==> config.mk <==
export PLATFORM = sky130hd
export DESIGN_NAME = uart_debug_ctrl_flat
export DESIGN_NICKNAME = d
export VERILOG_FILES = /design/src/rtl/uart_debug_ctrl_if.sv /design/src/rtl/uart_debug_ctrl.sv /design/src/flat_wrapper.sv
export SDC_FILE = /design/constraint.sdc
export NUM_CORES = 1
export LEC_CHECK = 0
export CAP_MARGIN = 40
export CORE_ASPECT_RATIO = 1.2
export CORE_MARGIN = 1.5
export CORE_UTILIZATION = 53
export DETAILED_ROUTE_END_ITERATION = 6
export GPL_ROUTABILITY_DRIVEN = 0
export PLACE_DENSITY = 0.91
export SYNTH_ARGS = -nofsm -noshare
export SYNTH_HDL_FRONTEND = slang
export SYNTH_SLANG_ARGS = --single-unit
==> constraint.sdc <==
create_clock -name clk -period 6.5 [get_ports clk]
set_input_delay 0.65 -clock clk [delete_from_list [all_inputs] [get_ports clk]]
set_output_delay 0.65 -clock clk [all_outputs]
set_load 0.02 [all_outputs]
==> src/rtl/uart_debug_ctrl_if.sv <==
// uart_debug_ctrl_if: byte-level rx/tx handshake between the UART and uart_debug_ctrl.
interface uart_debug_ctrl_if;
    logic       rx_done_tick;
    logic [7:0] rx_bus;
    logic       tx_done_tick;
    logic       tx_start;
    logic [7:0] tx_bus;
    modport master (input rx_done_tick, rx_bus, tx_done_tick, output tx_start, tx_bus);
    modport slave (output rx_done_tick, rx_bus, tx_done_tick, input tx_start, tx_bus);
endinterface

==> src/rtl/uart_debug_ctrl.sv <==
// uart_debug_ctrl: host-command sequencer that resets/steps/runs the debug pipeline and dumps a bus snapshot.
// Optional UART_DBG_CHECKSUM_EN appends an XOR byte of the snapshot to every dump.
module uart_debug_ctrl #(
    parameter int BUS_W        = 144,
    parameter int INSTR_W      = 32,
    parameter int STEP_CYCLES  = 2,
    parameter int RESET_CYCLES = 4
) (
    input  logic                     clk,
    input  logic                     reset,
    uart_debug_ctrl_if.master        uart,
    output logic                     clockPipeline,
    input  logic [BUS_W-1:0]         bus_UART,
    input  logic [INSTR_W-1:0]       instruccion,
    output logic                     resetUART,
    output logic                     busy
);
    localparam int SNAP_W = BUS_W + INSTR_W;
    localparam int NB     = SNAP_W / 8;
`ifdef UART_DBG_CHECKSUM_EN
    localparam int NT     = NB + 1;
`else
    localparam int NT     = NB;
`endif
    localparam int CMAX   = (STEP_CYCLES > RESET_CYCLES) ? STEP_CYCLES : RESET_CYCLES;
    localparam int CNT_W  = $clog2(CMAX + 1);
    localparam int LEFT_W = $clog2(NT + 1);
    localparam logic [CNT_W-1:0] STEP_END = CNT_W'(STEP_CYCLES - 1);
    localparam logic [CNT_W-1:0] RST_END  = CNT_W'(RESET_CYCLES - 1);
    localparam logic [SNAP_W-9:0] PAD     = '0;

    typedef enum logic [2:0] {IDLE, RSTP, STEP_HI, STEP_LO, SNAP, LOAD, WAIT_TX, RUN} state_t;

    state_t              state, state_n;
    logic [CNT_W-1:0]    cnt, cnt_n;
    logic [LEFT_W-1:0]   left, left_n;
    logic [SNAP_W-1:0]   shreg, shreg_n, snap;
    logic                boot, boot_n, halt, halt_n, ckp_n;
    logic [7:0]          fill;

    assign snap = {bus_UART, instruccion};
    assign busy = !(state == IDLE || state == RUN);

`ifdef UART_DBG_CHECKSUM_EN
    logic [7:0] csum, csum_calc;
    always_comb begin
        csum_calc = '0;
        for (int i = 0; i < NB; i++) csum_calc = csum_calc ^ snap[i*8 +: 8];
    end
    // every shift pulls the checksum in at the bottom, so it surfaces once the snapshot bytes are gone
    assign fill = csum;
    always_ff @(posedge clk) csum <= reset ? '0 : (state == SNAP ? csum_calc : csum);
`else
    assign fill = 8'h00;
`endif

    always_comb begin
        state_n = state;
        cnt_n   = cnt + 1'b1;
        left_n  = left;
        shreg_n = shreg;
        boot_n  = boot;
        halt_n  = halt;
        ckp_n   = clockPipeline;
        unique case (state)
            IDLE: begin
                cnt_n  = '0;
                halt_n = 1'b0;
                if (uart.rx_done_tick) begin
                    case (uart.rx_bus)
                        8'h72: state_n = RSTP;
                        8'h73: begin state_n = STEP_HI; ckp_n = 1'b1; end
                        8'h64: state_n = SNAP;
                        8'h63: begin state_n = RUN; ckp_n = 1'b1; end
                        8'h68: state_n = IDLE;
                        default: begin
                            state_n = LOAD;
                            shreg_n = {8'h3F, PAD};
                            left_n  = LEFT_W'(1);
                        end
                    endcase
                end
            end
            RSTP: if (cnt == RST_END) begin
                cnt_n   = '0;
                boot_n  = 1'b0;
                state_n = boot ? IDLE : LOAD;
                shreg_n = {8'h6B, PAD};
                left_n  = LEFT_W'(1);
            end
            STEP_HI: if (cnt == STEP_END) begin
                state_n = STEP_LO;
                ckp_n   = 1'b0;
                cnt_n   = '0;
            end
            STEP_LO: if (cnt == STEP_END) begin
                state_n = SNAP;
                cnt_n   = '0;
            end
            SNAP: begin
                state_n = LOAD;
                shreg_n = snap;
                left_n  = LEFT_W'(NT);
            end
            LOAD: state_n = WAIT_TX;
            WAIT_TX: if (uart.tx_done_tick) begin
                shreg_n = {shreg[SNAP_W-9:0], fill};
                left_n  = left - 1'b1;
                state_n = (left == LEFT_W'(1)) ? IDLE : LOAD;
            end
            RUN: begin
                halt_n = halt | (uart.rx_done_tick && uart.rx_bus == 8'h68);
                // only leave at the end of a complete low phase so the pipeline never sees a short pulse
                if (cnt == STEP_END) begin
                    cnt_n = '0;
                    if (!clockPipeline && halt_n) begin
                        state_n = SNAP;
                        halt_n  = 1'b0;
                    end else ckp_n = ~clockPipeline;
                end
            end
            default: state_n = IDLE;
        endcase
    end

    always_ff @(posedge clk) begin
        if (reset) begin
            state         <= RSTP;
            cnt           <= '0;
            left          <= '0;
            shreg         <= '0;
            boot          <= 1'b1;
            halt          <= 1'b0;
            clockPipeline <= 1'b0;
            resetUART     <= 1'b1;
            uart.tx_start <= 1'b0;
            uart.tx_bus   <= 8'h00;
        end else begin
            state         <= state_n;
            cnt           <= cnt_n;
            left          <= left_n;
            shreg         <= shreg_n;
            boot          <= boot_n;
            halt          <= halt_n;
            clockPipeline <= ckp_n;
            resetUART     <= state_n == RSTP;
            uart.tx_start <= state_n == LOAD;
            if (state_n == LOAD) uart.tx_bus <= shreg_n[SNAP_W-1 -: 8];
        end
    end
endmodule
==> src/flat_wrapper.sv <==
// flat-port wrapper written by rule: the top's interface ports become plain ports
module uart_debug_ctrl_flat 
#(
    parameter int BUS_W        = 144,
    parameter int INSTR_W      = 32,
    parameter int STEP_CYCLES  = 2,
    parameter int RESET_CYCLES = 4
)
  (clk, reset, clockPipeline, bus_UART, instruccion, resetUART, busy, uart_rx_done_tick, uart_rx_bus, uart_tx_done_tick, uart_tx_start, uart_tx_bus);
  uart_debug_ctrl_if uart_i ();
  input  logic clk;
  input  logic reset;
  output logic clockPipeline;
  input  logic [BUS_W-1:0] bus_UART;
  input  logic [INSTR_W-1:0] instruccion;
  output logic resetUART;
  output logic busy;
  input wire logic [$bits(uart_i.rx_done_tick)-1:0] uart_rx_done_tick;
  input wire logic [$bits(uart_i.rx_bus)-1:0] uart_rx_bus;
  input wire logic [$bits(uart_i.tx_done_tick)-1:0] uart_tx_done_tick;
  output wire logic [$bits(uart_i.tx_start)-1:0] uart_tx_start;
  output wire logic [$bits(uart_i.tx_bus)-1:0] uart_tx_bus;
  assign uart_i.rx_done_tick = uart_rx_done_tick;
  assign uart_i.rx_bus = uart_rx_bus;
  assign uart_i.tx_done_tick = uart_tx_done_tick;
  assign uart_tx_start = uart_i.tx_start;
  assign uart_tx_bus = uart_i.tx_bus;
  uart_debug_ctrl #(.BUS_W(BUS_W), .INSTR_W(INSTR_W), .STEP_CYCLES(STEP_CYCLES), .RESET_CYCLES(RESET_CYCLES)) u_core (.clk(clk), .reset(reset), .uart(uart_i), .clockPipeline(clockPipeline), .bus_UART(bus_UART), .instruccion(instruccion), .resetUART(resetUART), .busy(busy));
endmodule
==> results.toml, run 1 <==
[floorplanning]
num_rows = 48
die_w_microns = 115
dieArea_sq_mm = 0.0157
die_y_microns = 137
core_area_sq_mm = 0.0145
start_util_pct = 54.6
ioPinCount = 200

[worst_setup_path]
critPathCaptureType = "flip-flop"
cp_top_family = "simple AND/OR/NAND/NOR gates"
path_depth = 8
cp_slowest_cell = "dfxtp_1"
path_cells = "nor2b_1, nand2_1, o21a_1, o31a_2, buf_4, buf_16, a222oi_1, nor2_1"
crit_buf_inv = 2
required_ps = 6790
start_kind = "flip-flop"
r2r_slack_ps = 3170
cpPeakStageDelay_ps = 800
reg2reg_depth = 8
arrival_ps = 3620
crit_type = "reg -> reg"
cp_max_fo = 66

[placed_design]
pre_cts_ws_ps = 3070
post_dp_cell_area_sq_mm = 0.00992
hpwl_microns = 14600
portBuffers = 199

[power]
fin_total_pwr_uw = 3720
power_density_mw_per_mm2 = 354
power_leakage_uw = 0.00375
peakVddDrop_mv = 0.200

[clock_network]
cts_sinks = 200
cts_buffer_depth = 2
cts_tree = "built"
cts_setup_buffers = 0
hold_buffers = 0
insertion_delay_ps = 440
ctsRootBufferMaster = "clkbuf_16"
cts_resized = 0
numCtsBuffers = 17
clkTransAtPathRegs_ps = 70
htree_levels = 4

[sta]
worst_slack_ps = 3170
hold_viol_final = 0
tightest_slew_ps = 902
setup_viol = 0
rsz0062_at_grt = "no"
fin_crit_sh_pct = 51.2
fmax_mhz = 300
slew_violations = 0
maxSlewHeadroom_pct = 39.9
holdWs_ps = 478
skew_ps = 10.7
finalSetupTns_ps = 0
fin_crit_ps = 3330

[synth]
postSynthCellCount = 819
synth_nets = 1013
ys_types = 49
synth_edf_count = 0
ys.flop_type = "dfxtp_1"
syn_avg_cell_area_sq_um = 9.66
syn_area_sq_mm = 0.00791
netlist.area_leader.share_pct = 50.6
ys_seq_area_share_pct = 50.6
synth_seq_cells = 200
yosysWarnings = 0
synth_top_cell_by_area = "dfxtp_1"
synthTopCellsByArea = "dfxtp_1 51%, a222oi_1 21%, nor2_1 9.0%"
synthArstFlopShare_pct = 0

[routing]
vias_per_cell = 6.49
firstDrtPassIters = 7
drtIter0Drc = 1481
route.detailed.drc = 106
routed_wirelength_microns = 22700
antenna_left = 0
wl_per_cell_microns = 19.4
via_count = 7602

[hold_path]
holdPathStages = 1
hold_class = "reg -> reg"

[global_routing]
grt_pass1_vias = 7071
antenna_found_initial = 0
grt_pass1_wl_microns = 34600
grt_max_degree = 134
globalRoute.totalOverflow = 0
grt_usage_pct = 28.1

[cells_and_area]
drive_gt1_share_pct = 5.98
finalInstanceArea_sq_mm = 0.0105
nets = 1151
nFillCells = 1050
area_growth_pct = 32.9

[status]
status = "finished, violations left"
violations = "DRC"

[flow_run]
drv_cap = 0
## cell families after synthesis
family / after synthesis / synth area share (%)
AOI/OAI and AO/OA: 245 / 27.4
xor gates and xnor gates: 1 / 0.111
adders and majority gates: 6 / 0.949
buffers and inverters: 96 / 4.91
DFF: 200 / 50.6
muxes: 10 / 1.39
and+or+nand+nor: 261 / 14.6
## worst paths after layout
check / from / to
worst min-delay path: u_core.cnt[0]$_SDFF_PP0_ / u_core.cnt[0]$_SDFF_PP0_
worst max register to register: u_core.state[2]$_SDFF_PP0_ / u_core.shreg[118]$_SDFFE_PP0P_
worst min register to register: u_core.cnt[0]$_SDFF_PP0_ / u_core.cnt[0]$_SDFF_PP0_
worst max-delay path: u_core.state[2]$_SDFF_PP0_ / u_core.shreg[118]$_SDFFE_PP0P_
## state kept, by name, indices dropped and copies added (netlist names)
name / flops
u_core.clockPipeline: 1
u_core.shreg: 176
u_core.left: 5
u_core.boot: 1
u_core.halt: 1
u_core.uart.tx_start: 1
u_core.state: 3
u_core.uart.tx_bus: 8
u_core.cnt: 3
u_core.resetUART: 1
## report_power, final
part	leakage (uW)	switching [uW]	internal (uW)
clock network	0.000290	499	546
logic	0.00184	615	508
registers	0.00162	143	1410
total	0.00375	1260	2460
## cell usage in the layout (no fill, tap or decap), types with 5 or more instances in the layout
cell and n:
inv_1 7, inv_8 5, clkbuf_16 17, nand3_1 5, ha_1 6, dfxtp_1 200
mux2_2 8, a222oi_1 162, buf_4 6, nand2b_1 11, nor2_1 189, nand2_1 16
o22ai_1 7, a21oi_1 25, a22oi_1 10, nor2b_1 20, clkdlybuf4s50_1 198, a21o_1 6
o21ai_0 8
## cells in the mapped netlist (2+ instances only)
library cell	number
ha_1	6
a21o_1	6
clkbuf_1	58
o21a_1	2
nor2b_1	21
nor3b_1	4
a31oi_1	2
nor4_1	2
nand3b_1	2
nand2_1	16
mux2_2	8
mux2i_1	2
o21ai_0	8
a211oi_1	3
nor3_1	3
dfxtp_1	200
buf_1	9
nand3_1	5
nor2_1	190
buf_2	22
nand2b_1	11
a21oi_1	25
inv_1	7
a22oi_1	10
a222oi_1	162
a311oi_1	3
o22ai_1	7
a21oi_2	2
o22a_1	2
o31ai_1	2
## routing by layer
metal  part of all wire (%)  track usage (%)
met1                     38             33.1
met2                     50             48.0
met3                    8.5             7.04
met4                    3.2             13.6
met5                      0                0
## through the flow
stage | instances | util (%)
final | 1171 | 72.6
after global routing | 1170 | 72.6
after CTS | 1170 | 72.6
after detailed placement | 1138 | 68.5
after global placement | 1136 | 68.2
after floorplan | 819 | -
## final cells by class
cell class / instances / area, sq um / share of cell area, %
Multi-Input combinational cell: 523 / 3530 / 33.6
Tap cell: 200 / 250 / 2.38
Clock inverter: 15 / 160 / 1.52
Antenna cell: 1 / 2.50 / 0.0238
Timing Repair Buffer: 208 / 2110 / 20.0
Inverter: 7 / 26.3 / 0.250
Sequential cell: 200 / 4000 / 38.1
Clock buffer: 17 / 425 / 4.05
No activity file was read; power rests on OpenSTA's default activity.
==> run 2: changes to the inputs <==
- CORE_UTILIZATION: 53 -> 44
- PLACE_DENSITY: 0.91 -> 0.82
- clock period: 6.5 -> 2.95 ns (I/O delays scaled with it)
==> run 2 against run 1 <==
- worst hold slack worse by 210 ps
- clock skew hardly changed
- non-clock buffer count is 15 higher
- flip-flop and latch count stayed put
- sequential power is 120% higher
- largest power group unchanged
- final cell count is 3.0% higher
- cell area is 2.0% higher
- global-route usage is 4.9 points lower
- utilization is 12 points lower
- the run still ends with DRC left
==> results.toml, run 2 (synthesis gave the netlist of run 1 again) <==
[routing]
via_count = 7468
vias_per_cell = 6.19
drtIter0Drc = 1196
route.detailed.drc = 2
firstDrtPassIters = 7
routed_wirelength_microns = 22700
wl_per_cell_microns = 18.8
antenna_left = 0

[cells_and_area]
max_flop_register = "u_core.shreg"
layout_commonest_cell = "dfxtp_1"
area_growth_pct = 35.5
drive_gt1_share_pct = 7.31
nFillCells = 1463
top_regs = "u_core.shreg x176, u_core.uart.tx_bus x8, u_core.left x5"
final_cell_count_no_fill = 1206
final_cell_mix = "200 x dfxtp_1, 198 x clkdlybuf4s50_1, 189 x nor2_1"
nets = 1166
largest_reg_flops = 176

[sta]
skew_ps = 10.4
fmax_mhz = 401
fin_crit_sh_pct = 84.5
slew_violations = 0
setup_viol = 0
maxSlewHeadroom_pct = 59.4
fin_crit_ps = 2490
rsz0062_at_grt = "no"
tightest_slew_ps = 603
hold_viol_final = 0
holdWs_ps = 266
finalSetupTns_ps = 0

[worst_setup_path]
crit_type = "reg -> out"
crit_path_end = "busy"
cp_max_fo = 14
arrival_ps = 2200
r2r_start = "u_core.cnt[0]$_SDFF_PP0_"
critPathCaptureType = "output port"
reg2reg_depth = 9
start_kind = "flip-flop"
timing.rr.end = "u_core.uart.tx_bus[4]$_SDFFE_PP0N_"
r2r_slack_ps = 460
crit_start = "u_core.state[1]$_SDFF_PP0_"
required_ps = 2650

[clock_network]
clkTransAtPathRegs_ps = 70
hold_buffers = 0
cts_buffer_depth = 2
cts_setup_buffers = 0
htree_levels = 4
cts_tree = "built"
cts_sinks = 200
ctsRootBufferMaster = "clkbuf_16"
cts_resized = 0
numCtsBuffers = 17
insertion_delay_ps = 430

[power]
comb_power_share_pct = 30.5
p_clk_share_pct = 28.8
seq_power_share_pct = 40.7
power_leakage_uw = 0.00386
fin_total_pwr_uw = 8350
peakVddDrop_mv = 0.403
power.internal_uw = 5620
p_sw_share_pct = 32.8
power_density_mw_per_mm2 = 780
p_switching_uw = 2740

[floorplanning]
num_rows = 53
core_area_sq_mm = 0.0176
die_y_microns = 150
ioPinCount = 200
dieArea_sq_mm = 0.0188
start_util_pct = 45.0
die_w_microns = 125

[status]
violations = "DRC"
status = "finished, violations left"

[placed_design]
hpwl_microns = 15100
dp.cells = 1173
portBuffers = 199

[global_routing]
globalRoute.totalOverflow = 0
grt_pass1_vias = 6992
grt_pass1_wl_microns = 35200
antenna_found_initial = 2
grt_usage_pct = 23.2
grt_max_degree = 99

[flow_run]
drv_cap = 0

[hold_path]
hold_class = "in -> reg"
==> run 2: cell types whose count changed in the layout (fill, tap and decap cells not counted), sizes merged <==
| cell | previous run | this run |
|---|---|---|
| clkbuf | 17 | 20 |
| clkinvlp | 1 | 0 |
| inv | 15 | 13 |
| clkinv | 5 | 4 |
| buf | 10 | 25 |
| bufinv | 1 | 2 |
==> run 2: power by group through the flow <==
| stage | Sequential, uW | Clock, uW | Combinational [uW] |
|---|---|---|---|
| 2_1_floorplan | 3380 | 0 | 1730 |
| 3_3_place_gp | 3440 | 0 | 2460 |
| 3_5_place_dp | 3450 | 0 | 2520 |
| 4_1_cts | 3390 | 2440 | 2540 |
| 5_1_grt | 3450 | 2560 | 2780 |
| 6_report | 3400 | 2400 | 2550 |
==> run 2: worst min path at each step <==
| stage | endpoint | startpoint | cells after the start | slack (ps) |
|---|---|---|---|---|
| finish | u_core.shreg[161]$_SDFFE_PP0P_ | reset | 2 | 270 |
| global route | u_core.shreg[151]$_SDFFE_PP0P_ | reset | 2 | 280 |
| CTS | u_core.shreg[161]$_SDFFE_PP0P_ | reset | 2 | 250 |
| detailed placement | u_core.cnt[0]$_SDFF_PP0_ | u_core.cnt[0]$_SDFF_PP0_ | 1 | 450 |
| global placement | u_core.cnt[0]$_SDFF_PP0_ | u_core.cnt[0]$_SDFF_PP0_ | 1 | 440 |
| floorplan | u_core.cnt[0]$_SDFF_PP0_ | u_core.cnt[0]$_SDFF_PP0_ | 1 | 430 |
==> run 2: layout make-up <==
class | count | area (sq um) | share of cell area (%)
flip-flops and latches | 200 | 4000 | 37.4
multi-input cells | 523 | 3530 | 33.0
diodes | 1 | 2.50 | 0.0234
clock inverters | 12 | 155 | 1.45
clock buffers | 20 | 457 | 4.26
well taps | 220 | 275 | 2.57
inverters | 7 | 26.3 | 0.245
repair buffers | 223 | 2260 | 21.1
==> run 2: critical path, cell delays in order, from the launching register on <==
cell             delay [ps]
dfxtp_1                 600
buf_4                   260
and3_1                  290
nor2_1                   70
clkdlybuf4s50_1         550
==> run 2: metrics by stage <==
| stage | setup slack (ps) | cell area, sq um | util, % |
|---|---|---|---|
| floorplan | 759 | 7910 | - |
| global placement | 204 | 10100 | 57.5 |
| detailed placement | 134 | 10100 | 57.5 |
| CTS | 461 | 10700 | 60.9 |
| global route | 274 | 10700 | 61.0 |
| finish | 456 | 10700 | 61.0 |
==> run 2: per-layer routing <==
metal	up-vias	share of wire [%]	track usage, %
li1	3547	-	-
met1	3607	40	28.4
met2	284	50	39.4
met3	30	7.9	6.47
met4	0	1.9	7.90
met5	-	0	0
